===== src/rtl/alu_muldiv_seq_pkg.sv =====
// Shared ALU op encodings, sequencer op codes and FSM state type for the MULTU/DIVU sequencer.
package alu_muldiv_seq_pkg;

    // ALU control is {select[2:0], c_in}
    localparam logic [3:0] AluPassA = 4'b0000;
    localparam logic [3:0] AluAdd   = 4'b0010;
    localparam logic [3:0] AluSub   = 4'b0101;

    // ALU function selects
    localparam logic [2:0] SelPassA = 3'b000;
    localparam logic [2:0] SelAdd   = 3'b001;
    localparam logic [2:0] SelSub   = 3'b010;
    localparam logic [2:0] SelAnd   = 3'b011;
    localparam logic [2:0] SelOr    = 3'b100;
    localparam logic [2:0] SelXor   = 3'b101;
    localparam logic [2:0] SelNor   = 3'b110;

    // Sequencer operation codes
    localparam logic MdMultu = 1'b0;
    localparam logic MdDivu  = 1'b1;

    typedef enum logic [1:0] {
        StIdle = 2'd0,
        StRun  = 2'd1,
        StHold = 2'd2
    } md_state_e;

    // Shift-add multiply adds the multiplicand only when the current multiplier bit is set
    function automatic logic [3:0] mul_step_op(input logic mq_lsb);
        return mq_lsb ? AluAdd : AluPassA;
    endfunction

endpackage


===== src/rtl/alu_muldiv_seq_alu.sv =====
// Small combinational ALU; output carries one extra bit for carry / no-borrow.
module alu_muldiv_seq_alu
    import alu_muldiv_seq_pkg::*;
#(
    parameter int unsigned WIDTH = 8
) (
    input  logic [WIDTH-1:0] a_i,
    input  logic [WIDTH-1:0] b_i,
    input  logic [3:0]       op_i,
    output logic [WIDTH:0]   y_o
);

    logic [2:0]     sel;
    logic [WIDTH:0] a_ext;
    logic [WIDTH:0] b_ext;
    logic [WIDTH:0] b_inv_ext;
    logic [WIDTH:0] cin_ext;

    assign sel       = op_i[3:1];
    assign a_ext     = {1'b0, a_i};
    assign b_ext     = {1'b0, b_i};
    assign b_inv_ext = {1'b0, ~b_i};
    assign cin_ext   = {{WIDTH{1'b0}}, op_i[0]};

    // Function decode; SUB is a + ~b + c_in so y[WIDTH] is the no-borrow flag
    always_comb begin
        y_o = '0;
        case (sel)
            SelPassA: y_o = a_ext + cin_ext;
            SelAdd:   y_o = a_ext + b_ext + cin_ext;
            SelSub:   y_o = a_ext + b_inv_ext + cin_ext;
            SelAnd:   y_o = {1'b0, a_i & b_i};
            SelOr:    y_o = {1'b0, a_i | b_i};
            SelXor:   y_o = {1'b0, a_i ^ b_i};
            SelNor:   y_o = {1'b0, ~(a_i | b_i)};
            default:  y_o = b_ext;
        endcase
    end

endmodule


===== src/rtl/alu_muldiv_seq.sv =====
// One-bit-per-cycle unsigned MULTU/DIVU sequencer returning MIPS HI/LO results.
module alu_muldiv_seq
    import alu_muldiv_seq_pkg::*;
#(
    parameter int unsigned WIDTH = 8
) (
    input  logic             clk,
    input  logic             reset,
    input  logic             in_valid,
    output logic             in_ready,
    input  logic             op,
    input  logic [WIDTH-1:0] opa,
    input  logic [WIDTH-1:0] opb,
    output logic             out_valid,
    input  logic             out_ready,
    output logic [WIDTH-1:0] result_hi,
    output logic [WIDTH-1:0] result_lo,
    output logic             div_by_zero
);

    localparam int unsigned CntW = $clog2(WIDTH + 1);
    localparam logic [CntW-1:0] CntLast = CntW'(WIDTH - 1);

    md_state_e        state_q, state_d;
    logic             op_q, op_d;
    logic [WIDTH-1:0] b_q, b_d;     // multiplicand or divisor
    logic [WIDTH-1:0] hi_q, hi_d;   // acc (MULTU) or remainder R (DIVU)
    logic [WIDTH-1:0] lo_q, lo_d;   // mq (MULTU) or quotient Q (DIVU)
    logic [CntW-1:0]  cnt_q, cnt_d;

    logic [WIDTH-1:0] alu_a;
    logic [3:0]       alu_op;
    logic [WIDTH:0]   alu_y;
    logic [WIDTH:0]   rs;
    logic             ge;

    // Partial remainder shifted left with the next dividend bit
    assign rs = {hi_q, lo_q[WIDTH-1]};

    alu_muldiv_seq_alu #(
        .WIDTH(WIDTH)
    ) u_alu (
        .a_i (alu_a),
        .b_i (b_q),
        .op_i(alu_op),
        .y_o (alu_y)
    );

    // ALU operand/op selection for the current step
    always_comb begin
        alu_a  = hi_q;
        alu_op = AluPassA;
        if (op_q == MdDivu) begin
            alu_a  = rs[WIDTH-1:0];
            alu_op = AluSub;
        end else begin
            alu_op = mul_step_op(lo_q[0]);
        end
    end

    // rs[WIDTH] set means the shifted remainder already exceeds any divisor
    assign ge = rs[WIDTH] | alu_y[WIDTH];

    // Next-state and handshake outputs
    always_comb begin
        state_d     = state_q;
        op_d        = op_q;
        b_d         = b_q;
        hi_d        = hi_q;
        lo_d        = lo_q;
        cnt_d       = cnt_q;
        in_ready    = 1'b0;
        out_valid   = 1'b0;
        div_by_zero = 1'b0;

        unique case (state_q)
            StIdle: begin
                in_ready = 1'b1;
                if (in_valid) begin
                    state_d = StRun;
                    op_d    = op;
                    b_d     = opb;
                    hi_d    = '0;
                    lo_d    = opa;
                    cnt_d   = '0;
                end
            end
            StRun: begin
                cnt_d = cnt_q + CntW'(1);
                if (op_q == MdDivu) begin
                    hi_d = ge ? alu_y[WIDTH-1:0] : rs[WIDTH-1:0];
                    lo_d = {lo_q[WIDTH-2:0], ge};
                end else begin
                    // Carry-out lands in acc MSB, the ALU LSB shifts into mq
                    hi_d = alu_y[WIDTH:1];
                    lo_d = {alu_y[0], lo_q[WIDTH-1:1]};
                end
                if (cnt_q == CntLast) begin
                    state_d = StHold;
                end
            end
            StHold: begin
                out_valid   = 1'b1;
                div_by_zero = (op_q == MdDivu) && (b_q == '0);
                if (out_ready) begin
                    state_d = StIdle;
                end
            end
            default: state_d = StIdle;
        endcase
    end

    assign result_hi = hi_q;
    assign result_lo = lo_q;

    // State register with synchronous reset
    always_ff @(posedge clk) begin
        if (reset) begin
            state_q <= StIdle;
            op_q    <= MdMultu;
            b_q     <= '0;
            hi_q    <= '0;
            lo_q    <= '0;
            cnt_q   <= '0;
        end else begin
            state_q <= state_d;
            op_q    <= op_d;
            b_q     <= b_d;
            hi_q    <= hi_d;
            lo_q    <= lo_d;
            cnt_q   <= cnt_d;
        end
    end

endmodule


===== config.mk =====
export PLATFORM = sky130hd
export DESIGN_NAME = alu_muldiv_seq
export DESIGN_NICKNAME = d
export VERILOG_FILES = /design/src/rtl/alu_muldiv_seq_pkg.sv /design/src/rtl/alu_muldiv_seq_alu.sv /design/src/rtl/alu_muldiv_seq.sv
export SDC_FILE = /design/constraint.sdc
export NUM_CORES = 1
export LEC_CHECK = 0
export ABC_AREA = 1
export CORE_MARGIN = 4
export CORE_UTILIZATION = 44
export DETAILED_ROUTE_END_ITERATION = 16
export GPL_TIMING_DRIVEN = 1
export PLACE_DENSITY = 0.68
export SLEW_MARGIN = 20
export SYNTH_ARGS = -nofsm -noshare
export SYNTH_HDL_FRONTEND = slang
export SYNTH_SLANG_ARGS = --single-unit

===== constraint.sdc =====
create_clock -name clk -period 4.7 [get_ports clk]
set_clock_uncertainty 0.2 [all_clocks]
set_input_delay 0.47 -clock clk [delete_from_list [all_inputs] [get_ports clk]]
set_output_delay 0.47 -clock clk [all_outputs]
set_load 0.01 [all_outputs]

# Word level (Yosys, flattened, before mapping)

Cells that the tools add are included.

Eq/ne operators: 12
Muxes and demuxes: 20
Add/subtract/negate cells: 6
Reductions and logical operators: 8
Bitwise operators: 6

Operators by type and width:

| kind                  | count |
|---|---|
| $pmux W9 S7           | 1 |
| $mux W8               | 6 |
| $pmux W8 S2           | 2 |
| $add A8 B8 Y9         | 2 |
| $add A9 B1 Y9         | 2 |
| $not A8 Y8            | 2 |
| $add A8 B1 Y9         | 1 |
| $eq A2 B3 Y1 const B  | 3 |
| $and A8 B8 Y8         | 1 |
| $logic_not A8 Y1      | 1 |
| $mux W2               | 4 |
| $or A8 B8 Y8          | 1 |
| $pmux W4 S2           | 1 |
| $xor A8 B8 Y8         | 1 |
| $eq A2 B2 Y1 const B  | 3 |
| $ne A2 B2 Y1 const B  | 3 |
| $pmux W2 S3           | 1 |
| $add A4 B1 Y4 const B | 1 |
| $eq A2 B1 Y1 const B  | 2 |
| $eq A4 B3 Y1 const B  | 1 |
| $mux W4               | 1 |
| $reduce_and A2 Y1     | 2 |
| $logic_not A3 Y1      | 1 |
| $mux W1               | 3 |
| other kinds (6)       | 6 |

Bits in registers: 31
Output and inout port bits: 19
Logic and storage cells: 58
Bits of input ports: 21

# Depth between registers and ports, before layout

Gate-level depths: netlist (run 1).

Depth in word-level cells: 8
Gate-level depth with buffers: 22
Mapped depth without buffers: 19

# Modules after synthesis

A second synthesis (run 1) with hierarchy kept.

Cells, all modules: 525
Area, all modules: 3140.5 µm²

By module, submodules not included:

| module             | cells an instance | area each (µm²) | instances | sequential area each (µm²) |
|---|---|---|---|---|
| alu_muldiv_seq     | 255               | 1634.1          | 1         | 620.6 |
| alu_muldiv_seq_alu | 270               | 1506.4          | 1         | 0.0 |

# Least setup slack after synthesis (run 1)

No wires, ideal clock.

Path type: register -> register
Start point: reg op_q
End point: reg hi_q[3], in the netlist result_hi[3]
Path buffers: 3
Cell stages (with the launch flop): 21
Library setup time: 0.140 ns
Required time: 4.360 ns
Clock period less this slack: 3.005 ns
Slack: 1.695 ns
Arrival: 2.665 ns
Cell sequence: dfxtp_1 buf_6 buf_8 clkbuf_1 nand2_1 inv_1 a21oi_1 fa_1 fa_1 inv_1 nand3_1 nand3_1 nand2_1 nand2_1 nand2_1 nand2_4 nand2_4 nand2_1 nand2_1 nand2_1 a21oi_2

Word-level cells in the longest chain between the ends: 8
Elaborated cells between the ends (all ways): 23
Classes of those cells: add/sub (5); eq/ne (6); mux (6); bitwise (5); reduce/logical (1)

RTL lines:

| element                                 | line                                               | text |
|---|---|---|
| from (decl)                             | alu_muldiv_seq.sv:25                               | `logic op_q, op_d;` |
| from (signal assigned)                  | alu_muldiv_seq.sv:120                              | `op_q <= MdMultu;` |
| from (signal assigned)                  | alu_muldiv_seq.sv:127                              | `op_q <= op_d;` |
| $mux W8                                 | alu_muldiv_seq.sv:53                               | `if (op_q == MdDivu) begin` |
| $add A8 B8 Y9, on equally long branches | alu_muldiv_seq_alu.sv:31, alu_muldiv_seq_alu.sv:30 |  |
| $add A9 B1 Y9, on equally long branches | alu_muldiv_seq_alu.sv:31, alu_muldiv_seq_alu.sv:30 |  |
| $pmux W9 S7                             | alu_muldiv_seq_alu.sv:28                           | `case (sel)` |
| $or A1 B1 Y1                            | alu_muldiv_seq.sv:62                               | `assign ge = rs[WIDTH] \| alu_y[WIDTH];` |
| $mux W8                                 | alu_muldiv_seq.sv:91                               | `hi_d = ge ? alu_y[WIDTH-1:0] : rs[WIDTH-1:0];` |
| $mux W8 *                               | alu_muldiv_seq.sv:90                               | `if (op_q == MdDivu) begin` |
| $pmux W8 S2 *                           | alu_muldiv_seq.sv:76                               | `unique case (state_q)` |
| to (signal assigned)                    | alu_muldiv_seq.sv:129                              | `hi_q <= hi_d;` |
| to (decl)                               | alu_muldiv_seq.sv:27                               | `logic [WIDTH-1:0] hi_q, hi_d;` |

Every way passes the cells marked *; elsewhere a longest branch is shown, timed or not.
A chain may end at the register's enable or synchronous reset.

# Worst setup path after layout (run 1)

Start point: reg op_q
End point: reg hi_q[2], in the netlist result_hi[2]

Same word-level chain as after synthesis.

==> results of run 1 <==
[cell usage in the layout, fill, tap and decap left out, drive strengths merged, types with 2 or more instances in the layout]
master and instances:
nand2 137, inv 69, a21oi 60, clkdlybuf4s50 39, o21ai 36, dfxtp 31
nand3 28, nor2 26, ha 16, clkbuf 6, nand4 5, fa 4
nor4 2, and2 2, buf 2
[power by group]
group	internal (uW)	total [uW]	switching (uW)
registers	288	316	27.4
logic	152	404	251
clock network	115	216	101
[state kept, by name, summed over array words and instances (netlist names)]
signal,count
b_q,8
result_hi,8
result_lo,8
cnt_q,4
state_q,2
op_q,1
[final cells by class]
class,instances,share of cell area
multi-input cells,326,0.545
flip-flops and latches,31,0.192
clock inverters,1,0.00155
clock buffers,6,0.0256
inverters,69,0.0810
well taps,75,0.0291
repair buffers,41,0.126
[per-layer routing]
metal,share of wire,up-vias,wire length (um),GRT usage
li1,-,1470,-,-
met1,0.47,1253,3270,0.247
met4,0.018,0,124,0.0609
met2,0.48,54,3360,0.344
met3,0.039,11,272,0.0342
met5,0,-,0,0
[cells in the mapped netlist (all sizes together) (2+ instances only)]
cell and n:
a21oi 60, and2 2, buf 9, clkbuf 8
dfxtp 31, fa 4, ha 16, inv 69
nand2 137, nand3 28, nand4 5, nor2 26
nor4 2, o21ai 36
[worst paths after layout]
| path | from | end | slack [ps] | cells after the start |
|---|---|---|---|---|
| hold reg to reg | cnt_q[1] | cnt_q[1] | 280 | 2 |
| hold / removal | cnt_q[1] | cnt_q[1] | 280 | 2 |
| setup reg to reg | op_q | result_hi[2] | 1420 | 18 |
| setup / recovery | op_q | result_hi[2] | 1420 | 18 |
[worst max-delay path, cell delays in order, from the launching register on]
cell and delay [ps]:
dfxtp_1 460, buf_4 390, nand2_1 90, inv_1 80, a21oi_1 80, fa_1 440, fa_1 370, inv_1 130
nand3_1 120, nand3_1 100, nand2_1 60, nand2_1 50, nand2_1 90, nand2_4 140, nand2_4 100, nand2_1 80
nand2_1 50, nand2_1 60, a21oi_2 50
[kinds of logic after synthesis]
logic type,Yosys count,share of synthesized area
AO/OA/AOI/OAI,103,0.214
XOR/XNOR,1,0.00321
adder cells (fa/ha/maj),20,0.103
buffers and inverters,86,0.129
flip-flops,31,0.227
AND/OR/NAND/NOR,202,0.324
[stage by stage]
step / hold WS (ps) / setup WS, ps / total power [uW] / cells / cell area [sq um]
after floorplan: 249 / 1690 / 607 / 443 / 2730
after global placement: 264 / 1540 / 722 / 542 / 3140
after detailed placement: 268 / 1460 / 722 / 542 / 3140
after CTS: 279 / 1430 / 940 / 549 / 3230
after global routing: 309 / 1120 / 1010 / 549 / 3230
final: 278 / 1420 / 935 / 549 / 3230
==> results.cfg, run 1 <==
[outcome]
status = complete, no violations

[detailed_routing]
avgRoutedWirePerCell_um = 12.8
drc_errors = 0
drt-initial-drc-count = 114
drt-pass1-iter-count = 5
ant_nets = 0
via_per_inst = 5.08
vias = 2788
routed_wl_um = 7030

[yosys]
ys.flop_type = dfxtp_1
synth_cell_type_count = 36
yosysWarnings = 0
syn_nets = 484
syn_inst = 443
yosysTopAreaCell = dfxtp_1
synth-async-reset-ratio = 0
syn_avg_cell_area_sq_um = 6.17
synth-edff-count = 0
synth_area_leaders = dfxtp_1 (23%), nand2_1 (18%), a21oi_1 (9.3%), inv_1 (8.9%), ha_1 (7.3%)
synth_top_area_share = 0.227
ys_seq_area_frac = 0.227
synth-seq-cells = 31
syn-cell-area_sq_um = 2730

[floorplan]
io_pins = 40
start_util = 0.456
die_h_um = 86.8
die_w_um = 86.8
die_area_sq_um = 7540
std_cell_rows = 28
core_sq_um = 5990

[place]
dp_hpwl_um = 5590
io_buffers = 39
gp_congestion = 0.870

[clocking]
cts_resized = 0
cts_buffers = 5
cts-root-buf = clkbuf_8
cts_max_level = 2
clk_pin_slew_ps = 70
clk_path_buf_depth = 2
clock_sinks = 31
post_cts_buffers = 0
cts_hold_buf = 0
clk_latency_ps = 280
cts_tree = done

[setup_path]
crit_path_start_kind = register
critPathArrivalTime_ps = 3230
end_kind = register
path_class = register to register
critical_path.max_fanout = 30
cp.required_ps = 4640

[layout]
multi_input_area_sq_um = 1760
area_growth_pct = 18.1
drive_gt1_frac = 0.0823
fillCellCount = 627
register_area_sq_um = 621
antenna_cells = 0
fin_nets = 515
fin_util = 0.539

[sta]
setup_viol = 0
post-route-period-util = 0.699
tns_ps = 0
slew_viol_final = 0
rsz0062_at_grt = no
period_needed_ps = 3280
hold_violations = 0
worst_pin_slew_ps = 713
slew_headroom = 0.523
max_freq_mhz = 305

[grt]
grt_antenna_before_repair = 0
grt_pass1_wl_um = 11900
grt_pass1_vias = 2666
grt_use_total = 0.198
grt_start_max_net_pins = 31
grt_overflow = 0

[run]
maxCapViolCount = 0

[power]
power.leakage_uw = 0.00153
powerDensity_nw_per_um2 = 290
vdd.ir_drop.worst_mv = 0.160

[worst_hold_path]
hp-class = register to register
Power figures use the tool's default switching activity.
==> inputs of run 2 (changes only) <==
Settings changed: PLACE_DENSITY 0.68 to 0.7.
Clock period 4.7 ns to 3 ns, I/O delays scaled along.
==> run 2 against run 1 <==
Via count grew 3.5%. Design area rose by 3.3%. Worst hold slack gained 2.3 ps. Flip-flop and latch count stayed put. First-iteration DRC count down 6.1%. Critical path type unchanged. Utilization grew 1.8 points. Die area stayed put. Critical path depth fell by 1. Register-to-register slack got worse by 1100 ps. Sequential power increased by 57%. Sequential share of layout area is 0.50 points lower. Highest routed layer unchanged.
==> results.cfg, run 2 (synthesis gave the netlist of run 1 again) <==
[power]
swShare = 0.414
p_seq_frac = 0.330
p_sw_uw = 621
p_clk_frac = 0.226
power_frac_comb = 0.444
power.leakage_uw = 0.00158
vdd.ir_drop.worst_mv = 0.335
powerDensity_nw_per_um2 = 450
internal_power_uw = 879

[clocking]
clk_pin_slew_ps = 70
cts_buffers = 5
clock_sinks = 31
post_cts_buffers = 0
cts_max_level = 2
clk_latency_ps = 290
cts_tree = done
clk_path_buf_depth = 2
cts_hold_buf = 0
cts_resized = 0
cts-root-buf = clkbuf_8

[floorplan]
die_w_um = 86.8
std_cell_rows = 28
core_sq_um = 5990
io_pins = 40
die_h_um = 86.8
start_util = 0.456
die_area_sq_um = 7540

[detailed_routing]
highest_layer = met4
wl_met1_um = 3390
vias = 2886
via_per_inst = 5.15
routed_wl_um = 7180
ant_nets = 0
drt-pass1-iter-count = 4
wl_met2_um = 3300
drt-initial-drc-count = 107
route.met3.wl_um = 257
avgRoutedWirePerCell_um = 12.8
drc_errors = 0

[layout]
area_growth_pct = 22.0
fin_nets = 525
final_common_cell = nand2_1
fin_cells = 560
drive_gt1_frac = 0.113
fin_util = 0.557
final_cell_mix = nand2_1 (128), inv_1 (64), a21oi_1 (50), clkdlybuf4s50_1 (39), o21ai_0 (33)
antenna_cells = 0

[setup_path]
rrSetupSlack_ps = 300
critical_path.max_fanout = 26
path_class = register to register
crit_path_start_kind = register
cp.required_ps = 2980
max_stage_delay_ps = 410
worstReg2RegEnd = result_hi[3]
r2r-start = op_q
cpMostUsedCell = nand2_1
critPathArrivalTime_ps = 2670
end_kind = register
rr_worst_depth = 17
crit_slowest_cell = ha_2
critical_path.cell_chain = buf_12 -> o21ai_2 -> inv_1 -> ha_2 -> nand2_1 -> inv_2 -> nand3_1 -> nand3_1 -> nand2_1 -> nand2_1 -> nand2_1 -> nand2_4 -> nand2_4 -> nand2_1 -> nand2_1 -> nand2_1 -> a21oi_2

[grt]
grt_pass1_vias = 2750
grt_overflow = 0
grt_pass1_wl_um = 12300
grt_use_total = 0.202
grt_antenna_before_repair = 0
grt_start_max_net_pins = 27

[place]
gp_congestion = 0.981
io_buffers = 39
dpl_worst_slack_ps = 121
dp_hpwl_um = 5790
dp_cells = 552

[sta]
slew_headroom = 0.662
hold_violations = 0
post-route-period-util = 0.899
slew_viol_final = 0
worst_pin_slew_ps = 506
period_needed_ps = 2700
setup_ws_ps = 304
max_freq_mhz = 371
setup_viol = 0

[worst_hold_path]
whs_path_depth = 2
min_to = cnt_q[3]
hp-start = cnt_q[3]
hp-class = register to register

[run]
maxCapViolCount = 0

[outcome]
status = complete, no violations
==> run 2: area by class of cell <==
class | instances | area [sq um]
Fill cell | 614 | 2660
Multi-Input combinational cell | 326 | 1770
Sequential cell | 31 | 624
Timing Repair Buffer | 51 | 493
Inverter | 69 | 267
Tap cell | 75 | 93.8
Clock buffer | 5 | 68.8
Clock inverter | 3 | 20.0
==> run 2: how the worst max path moves through the flow <==
stage / startpoint / to / slack (ps) / cells after the start
5_1_grt: op_q / result_hi[2] / -0.002 / 18
3_3_place_gp: op_q / result_hi[4] / 170 / 16
2_1_floorplan: op_q / result_hi[4] / 50 / 19
4_1_cts: op_q / result_hi[4] / 90 / 18
3_5_place_dp: op_q / result_hi[4] / 120 / 18
6_report: op_q / result_hi[3] / 300 / 17
==> run 2: worst max-delay path: cells and delay by family (launching register included) <==
kind / cells / cell delay (ps)
buffers and inverters: 3 / 340
flip-flops: 1 / 380
AO/OA/AOI/OAI: 2 / 290
adder cells (fa/ha/maj): 1 / 410
AND/OR/NAND/NOR: 11 / 950
==> run 2: stage by stage <==
stage / TNS [ps] / power [uW] / hold slack [ps] / cell area (sq um)
3_5_place_dp: 0 / 1160 / 276 / 3220
2_1_floorplan: 0 / 951 / 169 / 2730
3_3_place_gp: 0 / 1150 / 261 / 3220
5_1_grt: -0.00155 / 1630 / 314 / 3330
4_1_cts: 0 / 1500 / 286 / 3300
6_report: 0 / 1500 / 280 / 3330
==> run 2: per-layer routing <==
layer | vias to the layer above | track usage
met5 | - | 0
met4 | 0 | 0.0892
met3 | 17 | 0.0333
met2 | 58 | 0.337
met1 | 1315 | 0.255
li1 | 1496 | -
==> run 2: power by group through the flow <==
| stage | Clock [uW] | Combinational (uW) | Sequential [uW] |
|---|---|---|---|
| finish | 339 | 667 | 495 |
| global route | 370 | 757 | 502 |
| CTS | 345 | 658 | 493 |
| detailed placement | 0 | 655 | 502 |
| global placement | 0 | 653 | 501 |
| floorplan | 0 | 449 | 502 |
==> inputs of run 3 (changes only) <==
Settings changed: SLEW_MARGIN 20 to 30.
==> results of run 3 <==
Final layout, timing and power as in run 2 (identical DEF).
